### src/rtl/inst_fetch.sv
// inst_fetch: instruction fetch stage feeding the register-file/immediate decoder.
//
// Owns the PC and drives a synchronous instruction memory with a 1-cycle read
// latency. It supports stall with a skid/hold register, branch/jump redirect
// with flush (1 bubble), and halt on exit.
//
// Ports:
//   clk          rising-edge clock
//   rst          asynchronous reset, active low
//   stall        downstream not accepting; hold the presented instruction
//   redirect     taken branch/jal/jalr for the presented instruction
//   redirect_pc  redirect target; bits [1:0] are forced to zero
//   exit         presented instruction is a terminating ecall
//   imem_addr    word address issued to the instruction memory
//   imem_rdata   memory word for the address issued on the previous cycle
//   inst         instruction to the decoder (NOP when not valid)
//   pc, PC_4     address of inst, and that address + 4
//   inst_valid   inst/pc are meaningful
//   halted       fetch stopped by exit; only reset leaves this state
//   perf_fetched consumed-instruction counter (IFETCH_PERF_EN)
//   perf_stalls  stalled-cycle counter (IFETCH_PERF_EN)
//
// Optional feature macro: IFETCH_PERF_EN. When it is undefined, both counters
// read 32'h0 and no counter registers are built.

module inst_fetch #(
  parameter logic [31:0] RESET_PC = 32'h0000_0000,
  parameter int unsigned IMEM_AW  = 14
) (
  input  logic               clk,
  input  logic               rst,
  input  logic               stall,
  input  logic               redirect,
  input  logic [31:0]        redirect_pc,
  input  logic               exit,
  output logic [IMEM_AW-1:0] imem_addr,
  input  logic [31:0]        imem_rdata,
  output logic [31:0]        inst,
  output logic [31:0]        pc,
  output logic [31:0]        PC_4,
  output logic               inst_valid,
  output logic               halted,
  output logic [31:0]        perf_fetched,
  output logic [31:0]        perf_stalls
);

  localparam logic [31:0] NOP = 32'h0000_0013;

  typedef enum logic [1:0] {
    BOOT = 2'd0,
    RUN  = 2'd1,
    HALT = 2'd2
  } state_e;

  state_e      state_q;
  logic [31:0] fetch_pc_q;
  logic [31:0] out_pc_q;
  logic        valid_q;
  logic        hold_q;
  logic [31:0] inst_hold_q;

  always_ff @(posedge clk or negedge rst) begin
    if (!rst) begin
      state_q     <= BOOT;
      fetch_pc_q  <= RESET_PC;
      out_pc_q    <= RESET_PC;
      valid_q     <= 1'b0;
      hold_q      <= 1'b0;
      inst_hold_q <= '0;
    end else begin
      case (state_q)
        BOOT: begin
          out_pc_q   <= RESET_PC;
          valid_q    <= 1'b1;
          fetch_pc_q <= RESET_PC + 32'd4;
          hold_q     <= 1'b0;
          state_q    <= RUN;
        end
        RUN: begin
          if (valid_q && exit && !stall) begin
            state_q <= HALT;
            valid_q <= 1'b0;
            hold_q  <= 1'b0;
          end else if (valid_q && redirect) begin
            // The word read this cycle is wrong-path. Dropping valid_q flushes it,
            // and the target is presented after one bubble.
            fetch_pc_q <= {redirect_pc[31:2], 2'b00};
            valid_q    <= 1'b0;
            hold_q     <= 1'b0;
          end else if (stall) begin
            // fetch_pc is reissued during the stall, so imem_rdata moves on to
            // the next word. The presented word is captured on the first stall edge.
            if (valid_q && !hold_q) begin
              inst_hold_q <= imem_rdata;
              hold_q      <= 1'b1;
            end
          end else begin
            out_pc_q   <= fetch_pc_q;
            valid_q    <= 1'b1;
            fetch_pc_q <= fetch_pc_q + 32'd4;
            hold_q     <= 1'b0;
          end
        end
        HALT: begin
        end
        default: begin
          state_q <= BOOT;
          valid_q <= 1'b0;
          hold_q  <= 1'b0;
        end
      endcase
    end
  end

  assign imem_addr  = fetch_pc_q[IMEM_AW+1:2];
  assign inst       = !valid_q ? NOP : (hold_q ? inst_hold_q : imem_rdata);
  assign pc         = out_pc_q;
  assign PC_4       = out_pc_q + 32'd4;
  assign inst_valid = valid_q;
  assign halted     = (state_q == HALT);

  // Address bits that do not reach the memory are collected here on purpose.
  logic unused_addr_bits;
  assign unused_addr_bits = ^{fetch_pc_q[31:IMEM_AW+2], fetch_pc_q[1:0], redirect_pc[1:0]};

`ifdef IFETCH_PERF_EN
  logic [31:0] fetched_q;
  logic [31:0] stalls_q;

  // valid_q is low in BOOT and HALT, so both counters freeze in those states.
  always_ff @(posedge clk or negedge rst) begin
    if (!rst) begin
      fetched_q <= '0;
      stalls_q  <= '0;
    end else if (valid_q) begin
      if (stall) begin
        stalls_q <= stalls_q + 32'd1;
      end else begin
        fetched_q <= fetched_q + 32'd1;
      end
    end
  end

  assign perf_fetched = fetched_q;
  assign perf_stalls  = stalls_q;
`else
  assign perf_fetched = '0;
  assign perf_stalls  = '0;
`endif

endmodule

### config.mk
export PLATFORM = sky130hd
export DESIGN_NAME = inst_fetch
export DESIGN_NICKNAME = d
export VERILOG_FILES = /design/src/rtl/inst_fetch.sv
export SDC_FILE = /design/constraint.sdc
export NUM_CORES = 1
export LEC_CHECK = 0
export ABC_AREA = 1
export CAP_MARGIN = 25
export CORE_UTILIZATION = 46
export CTS_CLUSTER_DIAMETER = 200
export DETAILED_ROUTE_END_ITERATION = 6
export HOLD_SLACK_MARGIN = 0.06
export PLACE_DENSITY = 0.89
export SLEW_MARGIN = 20
export SYNTH_ARGS = -nofsm -noshare
export SYNTH_HDL_FRONTEND = slang
export SYNTH_SLANG_ARGS = --single-unit
### constraint.sdc
create_clock -name clk -period 1.9 [get_ports clk]
set_input_delay 0.19 -clock clk [delete_from_list [all_inputs] [get_ports clk]]
set_output_delay 0.19 -clock clk [all_outputs]
set_load 0.01 [all_outputs]
==> results of run 1 <==
flip-flops by register name, summed over array words and instances (netlist names):
| name | flops |
|---|---|
| inst_hold_q | 32 |
| inst_valid | 1 |
| pc | 30 |
| fetch_pc_q | 30 |
| state_q | 2 |
| hold_q | 1 |
cell type report:
class                      count  area [µm²]  share of cell area, %
clock buffer                  13       280.3                  2.938
clock inverter                 2       12.51                 0.1312
inverter                      83       311.5                  3.266
multi-input combinational    749        3739                  39.19
sequential                    96        2411                  25.28
tap                          180       225.2                  2.361
timing repair buffer         279        2560                  26.84
final timing paths:
check                               start         endpoint  slack, ns  cells past startpoint
hold / removal                        rst  inst_hold_q[26]       0.34                      2
hold reg to reg            inst_hold_q[7]   inst_hold_q[7]       0.52                      2
max in group asynchronous             rst           hold_q       0.87                      3
setup reg to reg               inst_valid   inst_hold_q[3]       0.20                      9
min in group clk            imem_rdata[9]   inst_hold_q[9]       0.43                      3
setup / recovery                    pc[6]         PC_4[21]      -0.17                      8
cell families after synthesis:
| logic type | share of synthesized area [%] |
|---|---|
| buffers and inverters | 16.62 |
| AOI/OAI and AO/OA | 11.83 |
| and+or+nand+nor | 31.65 |
| other | 0.05573 |
| adders and majority gates | 0.3718 |
| xor gates and xnor gates | 3.775 |
| DFF | 35.70 |
repair_timing:
action                                  CTS  global route
endpoints found under the hold margin    31             0
hold buffers                              1             0
endpoints found under the setup margin   57            33
setup buffers                             9            13
gates cloned                              1             0
pin swaps                                28            33
resized for setup                       178            54
layer usage:
metal,part of all wire [%],up-vias,GRT usage (%)
met2,50,314,43.08
met4,3.7,0,11.81
met3,6.2,56,3.828
met1,40,3335,35.32
li1,-,3434,-
met5,0,-,0
through the flow:
step | power, mW | hold WS, ns | worst slack (ns)
after global routing | 12.99 | 0.3904 | -0.2842
after global placement | 10.06 | 0.1709 | -0.1153
final | 12.15 | 0.3406 | -0.1704
after floorplan | 7.227 | -0.1056 | 0.2467
after detailed placement | 10.28 | 0.1737 | -0.1577
after CTS | 11.93 | 0.3528 | -0.1680
placed cells by master (no fill, tap or decap), types with 10 or more instances in the layout:
master / count
a21oi_1: 31
buf_12: 10
buf_2: 23
buf_4: 84
buf_6: 10
clkdlybuf4s50_1: 114
conb_1: 68
dfrtp_1: 89
dlygate4sd2_1: 31
inv_1: 74
nand2_1: 265
nand2_2: 19
nand3_1: 43
nand4_1: 10
nor2_1: 101
nor2_2: 11
nor2_4: 10
o21ai_0: 76
o21ai_1: 40
xnor2_1: 12
xor2_1: 17
power breakdown:
part,switching [mW],internal (mW),leakage [nW]
Combinational,3.80,2.97,3.25
Clock,0.760,1.02,0.144
Sequential,0.742,2.86,1.22
Total,5.30,6.85,4.61
critical path, stage by stage (launching register included):
cell and delay [ns]:
dfrtp_1 0.41, buf_4 0.14, nand2_2 0.11, nor2_2 0.14, nand2_2 0.08, nor3_2 0.20, buf_4 0.13, xor2_1 0.17
buf_2 0.16
==> results.md, run 1 <==
- Outcome: finished, violations left
- Failing checks: setup timing
- Worst skew pair latency: 0.34 ns
- Setup TNS: -1.309 ns
- Post-synthesis sequential area ratio: a little over a third
- Core Box Area: 0.01410 mm²
- EDFF count, synth: 0
- Final Non-Filler Cells: ~1400
- Rows: 43
- H-tree depth: 3
- Worst Hold Class: input port to asynchronous set/reset pin
- Synth top area cells: dfrtp_1 36%, nand2_1 16%, buf_4 9.7%
- Clk pin slew, worst setup/hold paths: 0.07 ns
- Total track usage: 26.60%
- DR vias/cell: 5.092
- Fraction of the cycle the final worst path needs: 109.0%
- Finished Cell Area: 0.009539 mm²
- First-pass GRT wire length: about 31000 µm
- CP required: 1.71 ns
- Clk_skew: 0.007948 ns
- Post-synth top area cell: dfrtp_1
- Fmax: ~0.48 GHz
- WL/cell: 14.92 µm
- Leak: 4.608 nW
- Vias in the first global route: around 6400
- Antenna Violating Nets Remaining: 0
- Yosys reg bits: 96
- Initial DRC Count: about 600
- Cell Area, Placed: roughly 0.0089 mm²
- Post-synth top flop: dfrtp_1
- Most frequent cells after synthesis: 285 x nand2_1, 116 x nor2_1, 96 x dfrtp_1, 87 x buf_4, 81 x inv_1
- NumNets Final: 1289
- Ant diodes: 0
- DRC Markers: 0
- Clock root buffer: clkbuf_16
- Synth Instances: 979
- Most numerous cell in the Yosys netlist: nand2_1
- Yosys warning count: 0
- Starting Density: 47.74%
- Worst Path Max Fanout: 4
- GRT overflow: 0
- Clock sink total: 96
- Syn_area_per_cell: a little under 7 µm²
- Synth cell types: 38
- Drt first pass iters: 5
- Share of layout cells above drive strength 1: 19.15%
- Crit path kind: register to primary output
- Power per cell area: 1274 mW/mm²
- Final core utilization: about two thirds
- Die X: 122.9 µm
- CTS tree: built
- Total CTS buffers: 9
- Fillers: 1135
- Deepest clock path buffer count: 2
- Final hold vios: 0
- Die Area: around 0.015 mm²
- Final setup violation count: 21
- CP startpoint kind: register
- Ys async rst share: 100.0%
- WL final: 20910 µm
- Synth Cell Area: 0.006729 mm²
- Max-Cap Viols: 0
- Port bufs: 174
- Fin crit period: a little over 2 ns
- Maximum VDD drop: 0.5917 mV
- Vias: 7139
- Crit end category: primary output
- RSZ-0062 raised after global routing: yes
- Initial antenna violation count: 0
- Pins Over Slew Limit: 0
- Final worst-path setup slack: -0.1704 ns
- Synth top area share: 35.70%
- Maximum number of pins on one net before global-route repair: 60
- Crit path DAT: 1.88 ns
- Routability cong.: 0.9173
- Layout area overhead: 41.76%
- Dpl hpwl: around 14000 µm
- Ports: 245
- Dpl cells: 1363
- Die Ht: 122.9 µm
Note: power is estimated with default switching activity, not from simulation.
==> run 2, diff against run 1 <==
--- a/config.mk
+++ b/config.mk
@@ -7,11 +7,11 @@
 export LEC_CHECK = 0
 export ABC_AREA = 1
 export CAP_MARGIN = 25
-export CORE_UTILIZATION = 46
+export CORE_UTILIZATION = 30
 export CTS_CLUSTER_DIAMETER = 200
 export DETAILED_ROUTE_END_ITERATION = 6
 export HOLD_SLACK_MARGIN = 0.06
-export PLACE_DENSITY = 0.89
+export PLACE_DENSITY = 0.65
 export SLEW_MARGIN = 20
 export SYNTH_ARGS = -nofsm -noshare
 export SYNTH_HDL_FRONTEND = slang
==> constraint.sdc (replaced) <==
create_clock -name clk -period 1.9 [get_ports clk]
set_input_delay 0.19 -clock clk [delete_from_list [all_inputs] [get_ports clk]]
set_output_delay 0.19 -clock clk [all_outputs]
set_load 0.05 [all_outputs]
==> run 2 against run 1 <==
The flow still finishes with violations (setup timing). Global-route usage decreased by 7.8 points. Sequential share of layout area decreased by 2.8 points. Power increased by 35%. Flip-flop and latch count unchanged. Sequential power increased by 2%. Die area increased by 52%. Design area increased by 14%. Highest routed layer is now met5.
==> results.md, run 2 (synthesized netlist as in run 1, its figures left out) <==
- CTS tree: built
- Worst Hold Class: input port to asynchronous set/reset pin
- Die Area: 0.02303 mm² (+52%)
- Initial DRC Count: 279 (-53%)
- Worst skew pair latency: 0.35 ns (about the same)
- WL final: 21590 µm (+3.2%)
- NumNets Final: 1282 (-0.54%)
- Total track usage: 18.82% (-7.8 points)
- Reg2Reg Depth: 9 (unchanged)
- Reg-to-reg startpoint: fetch_pc_q[4]
- WL/cell: 14.42 µm (-3.3%)
- Starting Density: 30.74% (-17 points)
- Pins Over Slew Limit: 0 (unchanged)
- Slew @ Worst Pin: between 0.5 and 0.6 ns
- Layout area overhead: 61.55%
- Crit path kind: register to primary output
- Critical path's top delay family: simple AND/OR/NAND/NOR gates
- R2r setup slk: 0.19 ns (about the same)
- Crit path depth: 9 (+1)
- CP max stage delay: 0.42 ns (about the same)
- Finished Cell Area: 0.01087 mm² (+14%)
- Total CTS buffers: 9 (unchanged)
- Clock sink total: 96 (unchanged)
- Sequential share of power: 22.5% (-7.1 points)
- Deepest clock path buffer count: 2 (unchanged)
- First-pass GRT wire length: 33580 µm (+7.3%)
- Final core utilization: 49.66% (-18 points)
- GRT overflow: 0 (unchanged)
- CP max-delay cell: dfrtp_2
- Initial antenna violation count: 2 (+2)
- Clock root buffer: clkbuf_16
- Worst rel slew slack: between 60% and 70%
- RR Endpoint: fetch_pc_q[27]
- Share of layout cells above drive strength 1: 29.03% (+9.9 points)
- RSZ-0062 raised after global routing: yes
- Outcome: finished, violations left
- Pwr Total: 16.39 mW (+35%)
- Maximum number of pins on one net before global-route repair: 60 (unchanged)
- Worst Path Max Fanout: 4 (unchanged)
- Dpl cells: 1425 (+4.5%)
- Commonest non-fill, non-tap cell in the layout: nand2_1
- Routability cong.: 0.8482 (-7.5%)
- Clk network pwr share: 11.5% (-3.2 points)
- Clk pin slew, worst setup/hold paths: 0.07 ns (about the same)
- Dpl hpwl: 15470 µm (+6.9%)
- Final setup violation count: 25 (+19%)
- Fraction of the cycle the final worst path needs: 110.8% (+1.8 points)
- Max FFs per register: 32 (unchanged)
- Max-Cap Viols: 0 (unchanged)
- Fmax: 0.4752 GHz (-1.6%)
- Final hold vios: 0 (unchanged)
- Port bufs: 174 (unchanged)
- Antenna Violating Nets Remaining: 0 (unchanged)
- Crit-path cells: ha_4 -> inv_2 -> nor3_4 -> inv_2 -> nor2_4 -> nand2_2 -> nand2_2 -> nand2_4 -> buf_12
- Final worst-path setup slack: -0.2044 ns (-0.03398 ns)
- Fin crit period: 2.104 ns (+0.03398 ns)
- Ports: 245 (unchanged)
- Pre-CTS setup slack: 0.04551 ns (+0.2032 ns)
- Critical Path Start: pc[2]
- CP startpoint kind: register
- DRC Markers: 0 (unchanged)
- Comb power frac: 66.0% (+10 points)
- Final Non-Filler Cells: 1497 (+6.8%)
- H-tree depth: 3 (unchanged)
- Crit path DAT: 1.91 ns (+0.03 ns)
- Die X: 151.8 µm (+23%)
- Hold_ws: 0.3820 ns (+0.04138 ns)
- Drt first pass iters: 5 (unchanged)
- Switching pwr: 8.322 mW (+57%)
- Power per cell area: 1508 mW/mm² (+18%)
- CP Capture Point: PC_4[30]
- Pint: 8.066 mW (+18%)
- Sw Share: 50.78% (+7.1 points)
- Cell Area, Placed: 0.009688 mm² (+9.4%)
- Vias in the first global route: 6602 (+3.4%)
- Crit end category: primary output
- Leak: 5.020 nW (+9.0%)
- DR vias/cell: 4.558 (-10%)
- Clk_skew: 0.006636 ns (-0.001312 ns)
- Rows: 54 (+26%)
- Maximum VDD drop: 0.8652 mV (+46%)
- Die Ht: 151.8 µm (+23%)
- CP required: 1.71 ns (about the same)
- Most frequent cells in the layout: 257 x nand2_1, 102 x nor2_1, 96 x buf_4, 78 x o21ai_0, 76 x inv_1
- Register with the most flip-flops: inst_hold_q
- Setup TNS: -2.631 ns (-1.322 ns)
- Vias: 6823 (-4.4%)
- CP bufs+invs: 3 (unchanged)
- Failing checks: setup timing
- Core Box Area: 0.02189 mm² (+55%)
## run 2: cell count changes in the layout (fill, tap and decap cells not counted), sizes merged, moves of 2 or more
cell	before	now
buf	127	177
clkdlybuf4s50	114	73
dlygate4sd2	31	14
clkbuf	15	11
dlymetal6s2s	2	6
inv	83	85
## run 2: power groups by stage
stage | clock [mW] | combinational, mW | sequential (mW)
detailed placement | 0 | 10.2 | 3.80
floorplan | 0 | 5.98 | 4.24
finish | 1.88 | 10.8 | 3.68
global placement | 0 | 10.1 | 3.77
CTS | 1.93 | 10.7 | 3.65
global route | 2.01 | 11.6 | 3.80
## run 2: worst min-delay path by stage
stage | from | to | slack [ns]
detailed placement | rst | inst_hold_q[26] | 0.24
floorplan | rst | fetch_pc_q[10] | -0.11
finish | rst | inst_hold_q[26] | 0.38
CTS | rst | inst_hold_q[26] | 0.39
global route | rst | inst_hold_q[26] | 0.41
global placement | rst | inst_hold_q[26] | 0.24
## run 2: metal layers
metal  part of all wire, %  vias to the layer above  GRT usage (%)
li1                      -                     3433              -
met1                    42                     3142          22.99
met2                    48                      213          30.84
met3                   8.4                       33          6.317
met4                   2.4                        2          6.436
met5                 0.056                        -              0
## run 2: worst reg2reg max path, delay by kind of cell (launching register included)
family           cells  cell delay, ns
and+or+nand+nor      9            1.14
DFF                  1            0.46
## run 2: layout make-up
| cell class | instances | area [µm²] |
|---|---|---|
| fillers | 2084 | 11020 |
| well taps | 280 | 350.3 |
| clock inverters | 6 | 68.82 |
| clock buffers | 10 | 229.0 |
| inverters | 83 | 311.5 |
| diodes | 1 | 2.502 |
| flip-flops and latches | 96 | 2439 |
| repair buffers | 272 | 3183 |
| multi-input cells | 749 | 4287 |
## run 2: what timing repair did
item	in CTS	in global routing
setup endpoints to repair	27	38
endpoints found under the hold margin	32	0
gates cloned	0	1
pin swaps	42	24
buffers inserted	47	7
resized for setup	98	27
hold buffers	1	0
